==> config.mk <==
export PLATFORM = sky130hd
export DESIGN_NAME = axi_dma_wr
export DESIGN_NICKNAME = d
export VERILOG_FILES = /design/src/rtl/axi_dma_pkg.sv /design/src/rtl/axi_dma_wr_fifo.sv /design/src/rtl/axi_dma_wr.sv
export SDC_FILE = /design/constraint.sdc
export NUM_CORES = 1
export LEC_CHECK = 0
export CAP_MARGIN = 25
export CORE_ASPECT_RATIO = 1.1
export CORE_MARGIN = 4
export CORE_UTILIZATION = 53
export DETAILED_ROUTE_END_ITERATION = 7
export PLACE_DENSITY = 0.83
export SYNTH_ARGS = -nofsm -noshare
export SYNTH_HDL_FRONTEND = slang
export SYNTH_SLANG_ARGS = --single-unit
==> constraint.sdc <==
create_clock -name clk -period 6.15 [get_ports clk]
set_input_delay 0.9225 -clock clk [delete_from_list [all_inputs] [get_ports clk]]
set_output_delay 0.9225 -clock clk [all_outputs]
set_load 0.05 [all_outputs]
==> src/rtl/axi_dma_pkg.sv <==
// axi_dma_pkg -- shared definitions for the AXI write DMA.
//   wr_state_e       : write FSM state encoding
//   FIXED_BURST_SIZE : largest burst issued (beats)
//   SIZE_4B / BURST_INCR / RESP_OKAY / QOS_MAX : AXI field constants
package axi_dma_pkg;

    typedef enum logic [2:0] {
        WR_IDLE = 3'd0,
        WR_PRE  = 3'd1,
        WR_ADDR = 3'd2,
        WR_DATA = 3'd3,
        WR_RESP = 3'd4,
        WR_DONE = 3'd5
    } wr_state_e;

    localparam int unsigned FIXED_BURST_SIZE = 256;

    localparam logic [2:0] SIZE_4B    = 3'b010;
    localparam logic [1:0] BURST_INCR = 2'b01;
    localparam logic [1:0] RESP_OKAY  = 2'b00;
    localparam logic [3:0] QOS_MAX    = 4'b1111;

endpackage

==> src/rtl/axi_dma_wr_fifo.sv <==
// axi_dma_wr_fifo -- synchronous show-ahead FIFO buffering DMA write data.
// Ports:
//   clk, rstn          : clock, asynchronous active-low reset (empties the FIFO)
//   wr_en, wr_data     : push request and data
//   rd_en              : pop request (rd_data is the current head)
//   rd_data            : head word, valid whenever !empty
//   full, empty        : occupancy flags
module axi_dma_wr_fifo #(
    parameter int WIDTH = 32,
    parameter int DEPTH = 16
) (
    input  logic             clk,
    input  logic             rstn,
    input  logic             wr_en,
    input  logic [WIDTH-1:0] wr_data,
    input  logic             rd_en,
    output logic [WIDTH-1:0] rd_data,
    output logic             full,
    output logic             empty
);

    localparam int PW = $clog2(DEPTH);

    logic [WIDTH-1:0] mem_q [DEPTH];
    logic [PW:0]      wr_ptr_q, wr_ptr_d;
    logic [PW:0]      rd_ptr_q, rd_ptr_d;
    logic             push_ok;
    logic             pop_ok;

    // Extra pointer MSB distinguishes full from empty when the indices match.
    assign empty   = (wr_ptr_q == rd_ptr_q);
    assign full    = (wr_ptr_q[PW] != rd_ptr_q[PW]) &&
                     (wr_ptr_q[PW-1:0] == rd_ptr_q[PW-1:0]);
    // A push into a full FIFO is fine when the head leaves in the same cycle.
    assign push_ok = wr_en && (!full || rd_en);
    assign pop_ok  = rd_en && !empty;
    assign rd_data = mem_q[rd_ptr_q[PW-1:0]];

    always_comb begin
        wr_ptr_d = wr_ptr_q;
        rd_ptr_d = rd_ptr_q;
        if (push_ok) wr_ptr_d = wr_ptr_q + 1'b1;
        if (pop_ok)  rd_ptr_d = rd_ptr_q + 1'b1;
    end

    always_ff @(posedge clk or negedge rstn) begin
        if (!rstn) begin
            wr_ptr_q <= '0;
            rd_ptr_q <= '0;
        end else begin
            wr_ptr_q <= wr_ptr_d;
            rd_ptr_q <= rd_ptr_d;
        end
    end

    // Storage is not reset; the pointers alone define what is valid.
    always_ff @(posedge clk) begin
        if (push_ok) mem_q[wr_ptr_q[PW-1:0]] <= wr_data;
    end

endmodule

==> src/rtl/axi_dma_wr.sv <==
// axi_dma_wr -- streams buffered words to memory as AXI INCR write bursts.
// Optional feature: define DMA_WR_ERR_CHECK_EN to make err_o a sticky flag for
// non-OKAY write responses; otherwise err_o is tied low and BRESP is ignored.
// Ports:
//   clk, rstn                    : clock, asynchronous active-low reset
//   start_dma, num_trans,
//   start_addr                   : transfer request (pulse) with word count / byte address
//   data_i, data_vld_i, data_rdy_o : write-data stream into the internal buffer
//   done_o, err_o                : completion pulse, sticky response error
//   M_AW* / M_W* / M_B*          : AXI write address, data and response channels
module axi_dma_wr
    import axi_dma_pkg::*;
#(
    parameter int BITS_TRANS   = 18,
    parameter int AXI_WIDTH_AD = 32,
    parameter int AXI_WIDTH_DA = 32,
    parameter int AXI_WIDTH_ID = 4,
    parameter int FIFO_DEPTH   = 16
) (
    input  logic                      clk,
    input  logic                      rstn,
    input  logic                      start_dma,
    input  logic [BITS_TRANS-1:0]     num_trans,
    input  logic [AXI_WIDTH_AD-1:0]   start_addr,
    input  logic [AXI_WIDTH_DA-1:0]   data_i,
    input  logic                      data_vld_i,
    output logic                      data_rdy_o,
    output logic                      done_o,
    output logic                      err_o,
    output logic                      M_AWVALID,
    input  logic                      M_AWREADY,
    output logic [AXI_WIDTH_AD-1:0]   M_AWADDR,
    output logic [AXI_WIDTH_ID-1:0]   M_AWID,
    output logic [7:0]                M_AWLEN,
    output logic [2:0]                M_AWSIZE,
    output logic [1:0]                M_AWBURST,
    output logic                      M_AWLOCK,
    output logic [3:0]                M_AWCACHE,
    output logic [2:0]                M_AWPROT,
    output logic [3:0]                M_AWQOS,
    output logic [3:0]                M_AWREGION,
    output logic                      M_AWUSER,
    output logic                      M_WVALID,
    input  logic                      M_WREADY,
    output logic [AXI_WIDTH_DA-1:0]   M_WDATA,
    output logic [AXI_WIDTH_DA/8-1:0] M_WSTRB,
    output logic                      M_WLAST,
    input  logic                      M_BVALID,
    output logic                      M_BREADY,
    input  logic [1:0]                M_BRESP,
    input  logic [AXI_WIDTH_ID-1:0]   M_BID
);

    wr_state_e               state_q, state_d;
    logic [BITS_TRANS-1:0]   num_q, num_d;
    logic [BITS_TRANS-1:0]   sent_q, sent_d;
    logic [AXI_WIDTH_AD-1:0] addr_q, addr_d;
    logic [8:0]              beats_q, beats_d;
    logic [7:0]              beat_q, beat_d;
    logic                    ready_q;

    logic                    fifo_full, fifo_empty;
    logic                    aw_hs, w_hs, b_hs;
    logic [BITS_TRANS-1:0]   remaining;
    logic [BITS_TRANS:0]     sent_sum;
    logic [AXI_WIDTH_AD:0]   addr_sum;

    // Constant AXI fields
    assign M_AWID     = '0;
    assign M_AWSIZE   = SIZE_4B;
    assign M_AWBURST  = BURST_INCR;
    assign M_AWLOCK   = 1'b0;
    assign M_AWCACHE  = 4'b0000;
    assign M_AWPROT   = 3'b000;
    assign M_AWQOS    = QOS_MAX;
    assign M_AWREGION = 4'b0000;
    assign M_AWUSER   = 1'b0;
    assign M_WSTRB    = '1;

    assign M_AWADDR = addr_q;
    assign M_AWLEN  = 8'(beats_q - 9'd1);
    assign M_WLAST  = (state_q == WR_DATA) && (beat_q == M_AWLEN);

    // ready_q keeps data_rdy_o low while reset is held, even though the
    // FIFO reports not-full at that time.
    assign data_rdy_o = ready_q && !fifo_full;

    assign aw_hs = M_AWVALID && M_AWREADY;
    assign w_hs  = M_WVALID && M_WREADY;
    assign b_hs  = M_BVALID && M_BREADY;

    axi_dma_wr_fifo #(
        .WIDTH (AXI_WIDTH_DA),
        .DEPTH (FIFO_DEPTH)
    ) u_fifo (
        .clk     (clk),
        .rstn    (rstn),
        .wr_en   (data_vld_i && data_rdy_o),
        .wr_data (data_i),
        .rd_en   (w_hs),
        .rd_data (M_WDATA),
        .full    (fifo_full),
        .empty   (fifo_empty)
    );

    // ---------------- FSM: state register ----------------
    always_ff @(posedge clk or negedge rstn) begin
        if (!rstn) state_q <= WR_IDLE;
        else       state_q <= state_d;
    end

    // ---------------- FSM: next state ----------------
    always_comb begin
        state_d = state_q;
        case (state_q)
            WR_IDLE: if (start_dma) state_d = WR_PRE;
            WR_PRE:  state_d = (sent_q == num_q) ? WR_DONE : WR_ADDR;
            WR_ADDR: if (aw_hs) state_d = WR_DATA;
            WR_DATA: if (w_hs && M_WLAST) state_d = WR_RESP;
            WR_RESP: if (b_hs) state_d = WR_PRE;
            WR_DONE: state_d = WR_IDLE;
            default: state_d = WR_IDLE;
        endcase
    end

    // ---------------- FSM: outputs ----------------
    always_comb begin
        M_AWVALID = 1'b0;
        M_WVALID  = 1'b0;
        M_BREADY  = 1'b0;
        done_o    = 1'b0;
        case (state_q)
            WR_ADDR: M_AWVALID = 1'b1;
            WR_DATA: M_WVALID  = !fifo_empty;
            WR_RESP: M_BREADY  = 1'b1;
            WR_DONE: done_o    = 1'b1;
            default: ;
        endcase
    end

    // ---------------- transfer bookkeeping ----------------
    always_comb begin
        num_d     = num_q;
        sent_d    = sent_q;
        addr_d    = addr_q;
        beats_d   = beats_q;
        beat_d    = beat_q;
        remaining = num_q - sent_q;
        sent_sum  = {1'b0, sent_q} + (BITS_TRANS+1)'(beats_q);
        addr_sum  = {1'b0, addr_q} + (AXI_WIDTH_AD+1)'({beats_q, 2'b00});
        case (state_q)
            WR_IDLE: if (start_dma) begin
                num_d  = num_trans;
                sent_d = '0;
                addr_d = start_addr;
            end
            // Burst length is fixed here so AWLEN stays stable through WR_ADDR.
            WR_PRE: beats_d = (remaining >= BITS_TRANS'(FIXED_BURST_SIZE)) ?
                              9'(FIXED_BURST_SIZE) : 9'(remaining);
            WR_ADDR: beat_d = '0;
            WR_DATA: if (w_hs) beat_d = beat_q + 8'd1;
            // Saturating advance: the counters pin at all-ones instead of wrapping.
            WR_RESP: if (b_hs) begin
                sent_d = sent_sum[BITS_TRANS]   ? '1 : sent_sum[BITS_TRANS-1:0];
                addr_d = addr_sum[AXI_WIDTH_AD] ? '1 : addr_sum[AXI_WIDTH_AD-1:0];
            end
            default: ;
        endcase
    end

    always_ff @(posedge clk or negedge rstn) begin
        if (!rstn) begin
            num_q   <= '0;
            sent_q  <= '0;
            addr_q  <= '0;
            beats_q <= 9'd1;
            beat_q  <= '0;
            ready_q <= 1'b0;
        end else begin
            num_q   <= num_d;
            sent_q  <= sent_d;
            addr_q  <= addr_d;
            beats_q <= beats_d;
            beat_q  <= beat_d;
            ready_q <= 1'b1;
        end
    end

    // Response IDs are never checked: only one burst is outstanding at a time.
    logic unused_bid;
    assign unused_bid = ^M_BID;

`ifdef DMA_WR_ERR_CHECK_EN
    logic err_q, err_d;

    always_comb begin
        err_d = err_q;
        if (state_q == WR_IDLE && start_dma) err_d = 1'b0;
        if (b_hs && (M_BRESP != RESP_OKAY))  err_d = 1'b1;
    end

    always_ff @(posedge clk or negedge rstn) begin
        if (!rstn) err_q <= 1'b0;
        else       err_q <= err_d;
    end

    assign err_o = err_q;
`else
    logic unused_bresp;
    assign unused_bresp = ^M_BRESP;
    assign err_o        = 1'b0;
`endif

endmodule
==> results of run 1 <==
-- through the flow --
step / setup slack [ns] / power, mW / instances / utilization / hold slack, ns
3_5_place_dp: 2.01 / 11.0 / 2373 / 0.589 / 0.480
5_1_grt: 1.22 / 15.5 / 2488 / 0.631 / 0.452
2_1_floorplan: 1.45 / 9.40 / 1627 / - / 0.452
6_report: 1.40 / 14.9 / 2488 / 0.631 / 0.404
3_3_place_gp: 2.01 / 10.9 / 2361 / 0.584 / 0.477
4_1_cts: 1.34 / 14.9 / 2485 / 0.630 / 0.401
-- area by class of cell --
class,count,area (um2),share of cell area
multi-input cells,873,8020,0.259
well taps,652,816,0.0263
inverters,40,150,0.00484
repair buffers,198,2090,0.0676
diodes,2,5.00,0.000161
flip-flops and latches,611,17900,0.576
clock buffers,69,1510,0.0488
clock inverters,43,526,0.0170
-- report_power, final --
| part | total (mW) | switching [mW] | leakage [nW] | internal (mW) |
|---|---|---|---|---|
| sequential | 5.41 | 0.505 | 5.87 | 4.90 |
| combinational | 5.66 | 3.28 | 3.79 | 2.38 |
| clock | 3.82 | 1.62 | 0.989 | 2.20 |
| total | 14.9 | 5.40 | 10.7 | 9.48 |
-- cells in the mapped netlist, types with 4 or more instances --
cell                       number  area (um2)
sky130_fd_sc_hd__a21oi_1       73         365
sky130_fd_sc_hd__o21a_1         6        45.0
sky130_fd_sc_hd__edfxtp_1     512       15400
sky130_fd_sc_hd__nand4_1       13        81.3
sky130_fd_sc_hd__a211oi_1       9        67.6
sky130_fd_sc_hd__nor3b_1        7        52.6
sky130_fd_sc_hd__a311oi_1       7        61.3
sky130_fd_sc_hd__nor2_1        54         203
sky130_fd_sc_hd__and2_1        24         150
sky130_fd_sc_hd__o31ai_1       11        82.6
sky130_fd_sc_hd__ha_1          42         526
sky130_fd_sc_hd__o211ai_1       5        37.5
sky130_fd_sc_hd__and3_1        12        75.1
sky130_fd_sc_hd__nand2_1      130         488
sky130_fd_sc_hd__nor2b_1        6        37.5
sky130_fd_sc_hd__or4_1          5        37.5
sky130_fd_sc_hd__a21o_1         7        52.6
sky130_fd_sc_hd__buf_1         16        60.1
sky130_fd_sc_hd__inv_1         40         150
sky130_fd_sc_hd__xnor2_1       24         210
sky130_fd_sc_hd__nor4_1         8        50.1
sky130_fd_sc_hd__mux4_2       160        3600
sky130_fd_sc_hd__o22ai_1        8        50.1
sky130_fd_sc_hd__nand3_1       20         100
sky130_fd_sc_hd__nor3_1        28         140
sky130_fd_sc_hd__nand2b_1       9        56.3
sky130_fd_sc_hd__and4_1         4        35.0
sky130_fd_sc_hd__o21ai_0       46         230
sky130_fd_sc_hd__xor2_1        31         272
sky130_fd_sc_hd__dfrtp_1       98        2450
sky130_fd_sc_hd__or3_1          5        31.3
sky130_fd_sc_hd__or2_2          9        56.3
sky130_fd_sc_hd__clkbuf_1      53         199
sky130_fd_sc_hd__a31o_2         7        61.3
sky130_fd_sc_hd__a31oi_1       19         119
sky130_fd_sc_hd__buf_4         31         233
-- layer usage --
metal | wire length, um | share of wire | vias to the layer above
met5 | 13 | 0.00019 | -
met4 | 2370 | 0.034 | 2
met3 | 6320 | 0.092 | 166
met2 | 36000 | 0.52 | 1044
met1 | 24300 | 0.35 | 7986
li1 | - | - | 6639
-- registers in the layout, summed over array words and instances (netlist names) --
signal	cells
u_fifo.wr_ptr_q	5
sent_q	18
u_fifo.mem_q	512
num_q	18
u_fifo.rd_ptr_q	5
beats_q	9
beat_q	8
M_AWADDR	32
state_q	3
ready_q	1
-- worst max path at each step --
stage | start | end | slack (ns) | depth (start not counted)
6_report | u_fifo.rd_ptr_q[1] | M_WDATA[10] | 1.40 | 4
5_1_grt | u_fifo.rd_ptr_q[0] | M_WDATA[23] | 1.22 | 4
4_1_cts | u_fifo.rd_ptr_q[0] | M_WDATA[23] | 1.34 | 4
2_1_floorplan | beats_q[0] | M_WLAST | 1.45 | 6
3_5_place_dp | u_fifo.rd_ptr_q[0] | M_WDATA[28] | 2.01 | 4
3_3_place_gp | u_fifo.rd_ptr_q[0] | M_WDATA[28] | 2.01 | 4
-- critical path, cell delays in order (launching register included) --
cell and delay, ns:
sky130_fd_sc_hd__dfrtp_4 0.93, sky130_fd_sc_hd__buf_12 0.48, sky130_fd_sc_hd__mux4_2 0.44, sky130_fd_sc_hd__mux4_2 0.53, sky130_fd_sc_hd__clkdlybuf4s50_1 0.74
-- cells by family (layout without fill, tap and decap cells) --
kind of cell,Yosys count,count (layout)
flops,611,611
simple gates,340,340
compound gates,237,237
mux,164,164
buf+inv,143,350
xor+xnor,55,55
fa+ha+maj,45,45
other cells,2,34
==> impl_metrics.csv, run 1 <==
group,metric,value,unit
placed_design,place_congestion,0.958,
timing,max-slew-margin-rel,0.353,
route,firstDrtPassIters,5,
synthesis,avgSynthCellArea,16.5,um2
final_layout,filler_cell_count,3314,
setup_path,critPathArrivalTime,3.83,ns
synthesis,synth-simple-area-share,0.0622,
final_layout,design.final.nets,1923,
timing,layout_worst_path_cycle_share,0.773,
global_routing,grt-ovfl-total,0,
global_routing,wire_length_of_the_first_global_routing_pass,104,mm
floorplan,die_w,221,um
floorplan,row_count,85,
placed_design,dpl-instance-area,28900,um2
floorplan,core,49100,um2
setup_path,r2r_setup_slack,2.50,ns
status,run_status,"completed",
final_layout,final_cell_area,31000,um2
setup_path,crit_fanout,82,
synthesis,postSynthRegisterBits,611,
cts,worst_setup_hold_path_clk_slew,0.07,ns
global_routing,grt_use_met3,0.0560,
placed_design,port_buffers,166,
synthesis,synth-compound-area-share,0.0577,
synthesis,synth_async_reset_ratio,0.162,
power_and_ir_drop,power.leakage,10.7,nW
synthesis,yosys.area_share.xor_xnor,0.0182,
timing,grt_setup_unrepaired,"false",
timing,finalMaxSlewViolations,0,
synthesis,ys_warn_count,0,
global_routing,met2_usage,0.449,
synthesis,synthesis.instances,1597,
worst_hold_path,type_of_the_worst_min_delay_path,"in2async",
placed_design,place.detailed.hpwl,38.2,mm
route,vias,15837,
timing,timing.clock.skew,0.0506,ns
route,viasPerCell,6.37,
setup_path,critical_path.reg2reg.startpoint,"u_fifo.rd_ptr_q[3]",
global_routing,grt_start_max_net_pins,83,
final_layout,share_of_post_route_cells_with_drive_strength_above_1,0.177,
synthesis,post_synth_num_cell_types,71,
route,drt_iter0_markers,1962,
power_and_ir_drop,powerDensity,480,nW/um2
setup_path,cp-end-kind,"primary output",
global_routing,number_of_global_route_vias_before_repair,16155,
cts,cts-buffers-inserted,59,
setup_path,timing.reg2reg.worst_path_depth,7,
timing,timing.final.crit_period,4.75,ns
setup_path,critPathRequiredTime,5.23,ns
final_layout,flow.area_growth_from_synthesis,17.4,%
global_routing,grt.total_usage,0.256,
setup_path,timing.rr.end,"u_fifo.mem_q[15][25]",
cts,h_tree_level_count,2,
global_routing,busiest_layer,"met2",
cts,root_buffer,"sky130_fd_sc_hd__clkbuf_16",
floorplan,ioPinCount,204,
route,wl_per_cell,27.7,um
synthesis,ys.flop_type,"sky130_fd_sc_hd__edfxtp_1",
cts,cts_post_setup_buffers_inserted,0,
timing,max_slew.worst_pin.slew,0.964,ns
route,drc,0,
global_routing,antenna_violations_before_repair,3,
timing,hold_viol_final,0,
cts,cts_hold_buf,0,
synthesis,synth_top_family_by_area,"multiplexers",
global_routing,met1_usage,0.320,
timing,max_freq,210,MHz
flow_run,max-cap-violations,0,
synthesis,muxShareOfSynthArea,0.138,
route,route.final.wire_length,69.0,mm
setup_path,timing_worst_setup_path_type,"reg2out",
route,postRouteAntennaNets,0,
floorplan,floorplan.initialDensity,0.537,
cts,cts.repair.resized,0,
synthesis,synth-edff-count,512,
floorplan,die_h,242,um
timing,totalNegativeSetupSlack,0,ns
synthesis,mappedNetlistArea,26400,um2
final_layout,most_common_library_cell_in_the_layout_ignoring_fill_and_taps,"sky130_fd_sc_hd__edfxtp_1",
final_layout,layout.cells.most_common_list,"sky130_fd_sc_hd__edfxtp_1, sky130_fd_sc_hd__clkdlybuf4s50_1, sky130_fd_sc_hd__mux4_2, sky130_fd_sc_hd__nand2_1, sky130_fd_sc_hd__dfrtp_1",
cts,clk-insertion-delay-late,0.65,ns
synthesis,post_synthesis_share_of_cell_area_spent_on_full_adders_half_adders_and_majority_gates,0.0222,
setup_path,crit_path_start_kind,"flop",
power_and_ir_drop,irDropWorstVdd,448,uV
timing,setup_violations,0,
synthesis,synth_sequential_area_ratio,0.676,
cts,cts_max_path_buffers,3,
cts,cts_sinks,611,
cts,cts_tree,"yes",
floorplan,full_die_area,53500,um2
Note: power is estimated with default switching activity, not from simulation.
==> run 2, diff against run 1 <==
- PLACE_DENSITY: 0.83 -> 0.86
- clock period: 6.15 -> 4.3 ns (I/O delays scaled with it)
==> run 2 against run 1 <==
Net effect: the flow now finishes with violations (hold timing); non-clock buffer count up 6; total power grew 43%; largest cell class unchanged; critical endpoint is now M_WDATA[13]; sequential share of layout area is 0.18 points lower; highest routed layer is now met4; core utilization is 0.20 points higher; die area stayed put; final area grew 0.31%; setup slack got worse by 1.2 ns; critical path type unchanged; largest power group unchanged; sequential power up 41%.
==> impl_metrics.csv, run 2 (same netlist as run 1, synthesis figures left out) <==
group,metric,value,unit
status,run_status,"finished with violations",
status,failing_checks,"hold timing",
route,viasPerCell,6.30,
route,drc,0,
route,drt_iter0_markers,1832,
worst_hold_path,type_of_the_worst_min_delay_path,"in2async",
global_routing,wire_length_of_the_first_global_routing_pass,102,mm
floorplan,full_die_area,53500,um2
placed_design,place_congestion,0.904,
route,wl_per_cell,27.1,um
timing,totalNegativeSetupSlack,0,ns
setup_path,critical-path-slowest-cell,"sky130_fd_sc_hd__clkdlybuf4s50_1",
final_layout,flow.area_growth_from_synthesis,17.8,%
cts,cts_max_path_buffers,3,
timing,layout_worst_path_cycle_share,0.964,
power_and_ir_drop,total_power,21.3,mW
route,postRouteAntennaNets,0,
timing,max_slew.worst_pin.slew,0.869,ns
timing,setup_violations,0,
route,firstDrtPassIters,5,
final_layout,final_cell_area,31100,um2
power_and_ir_drop,irDropWorstVdd,667,uV
power_and_ir_drop,powerDensity,685,nW/um2
placed_design,port_buffers,166,
final_layout,share_of_post_route_cells_with_drive_strength_above_1,0.182,
placed_design,dpl-instance-area,29000,um2
timing,grt_setup_unrepaired,"false",
timing,timing.clock.skew,0.0396,ns
setup_path,cp-end-kind,"primary output",
timing,finalMaxSlewViolations,0,
setup_path,crit_fanout,44,
setup_path,timing_worst_setup_path_type,"reg2out",
final_layout,largest_register_ffs,512,
setup_path,timing.critical_path.cells,"buf_12 > mux4_2 > mux4_2 > clkdlybuf4s50_1",
cts,cts_tree,"yes",
placed_design,placed_cells,2379,
route,vias,15695,
timing,timing.final.crit_period,4.15,ns
global_routing,grt-ovfl-total,0,
timing,setup_slack,0.154,ns
final_layout,layout.cells.most_common_list,"sky130_fd_sc_hd__edfxtp_1, sky130_fd_sc_hd__clkdlybuf4s50_1, sky130_fd_sc_hd__mux4_2, sky130_fd_sc_hd__nand2_1, sky130_fd_sc_hd__dfrtp_1",
timing,hold_viol_final,21,
timing,final.hold.worst_slack,-0.0160,ns
floorplan,core,49100,um2
final_layout,finalNonFillerCells,2491,
floorplan,ioPinCount,204,
floorplan,floorplan.initialDensity,0.537,
setup_path,biggest_cell_delay_along_the_critical_path,0.77,ns
cts,clk-insertion-delay-late,0.64,ns
flow_run,max-cap-violations,0,
floorplan,die_w,221,um
placed_design,detailedPlace.worstSlack,0.706,ns
timing,max_freq,241,MHz
cts,root_buffer,"sky130_fd_sc_hd__clkbuf_16",
cts,h_tree_level_count,2,
cts,cts_sinks,611,
placed_design,place.detailed.hpwl,39.6,mm
power_and_ir_drop,power.leakage,10.7,nW
cts,worst_setup_hold_path_clk_slew,0.07,ns
setup_path,critPathArrivalTime,3.50,ns
final_layout,most_common_library_cell_in_the_layout_ignoring_fill_and_taps,"sky130_fd_sc_hd__edfxtp_1",
setup_path,crit_path_frequent_cell,"sky130_fd_sc_hd__mux4_2",
timing,max-slew-margin-rel,0.416,
setup_path,critPathRequiredTime,3.65,ns
floorplan,row_count,85,
global_routing,antenna_violations_before_repair,2,
final_layout,finish.utilization,0.633,
floorplan,die_h,242,um
setup_path,crit_path_start_kind,"flop",
global_routing,grt.total_usage,0.249,
global_routing,grt_start_max_net_pins,76,
cts,cts-buffers-inserted,58,
global_routing,number_of_global_route_vias_before_repair,15809,
final_layout,design.final.nets,1928,
route,route.final.wire_length,67.5,mm
run 2: repair_timing:
action | CTS | global route
setup buffers | 0 | 0
hold buffers | 0 | 0
gates resized for setup | 0 | 1
setup endpoints to repair | 0 | 1
hold endpoints to repair | 0 | 0
run 2: final timing paths:
| path | start | to | cells after the start | slack (ns) |
|---|---|---|---|---|
| min in group clk | num_q[16] | num_q[16] | 2 | 0.50 |
| max in group asynchronous | rstn | beats_q[0] | 3 | 3.29 |
| min | rstn | num_q[7] | 1 | -0.02 |
| min reg2reg | num_q[16] | num_q[16] | 2 | 0.50 |
| max | u_fifo.rd_ptr_q[0] | M_WDATA[13] | 4 | 0.15 |
| max reg2reg | u_fifo.rd_ptr_q[0] | u_fifo.mem_q[9][28] | 8 | 0.69 |
run 2: worst max-delay path: cells and delay by family, from the launching register on:
kind | cells | cell delay, ns
muxes | 2 | 1.16
buffers and inverters | 2 | 1.14
DFF | 1 | 0.57
run 2: cell type report:
| class | count | area [um2] |
|---|---|---|
| antenna | 3 | 7.51 |
| clock buffer | 65 | 1480 |
| clock inverter | 43 | 552 |
| fill | 3307 | 18000 |
| inverter | 40 | 150 |
| multi-input combinational | 873 | 8030 |
| sequential | 611 | 17900 |
| tap | 652 | 816 |
| timing repair buffer | 204 | 2190 |
run 2: power by group:
group          internal, mW  switching [mW]
registers              7.01           0.593
logic                  3.45            4.84
clock network          3.11            2.29
total                  13.6            7.73
run 2: metal layers:
layer,vias up,GRT usage,share of wire,routed length (um)
met5,-,0,0,0
met4,0,0.0652,0.029,1940
met3,140,0.0465,0.085,5720
met2,949,0.444,0.53,35500
met1,7959,0.319,0.36,24300
li1,6647,-,-,-
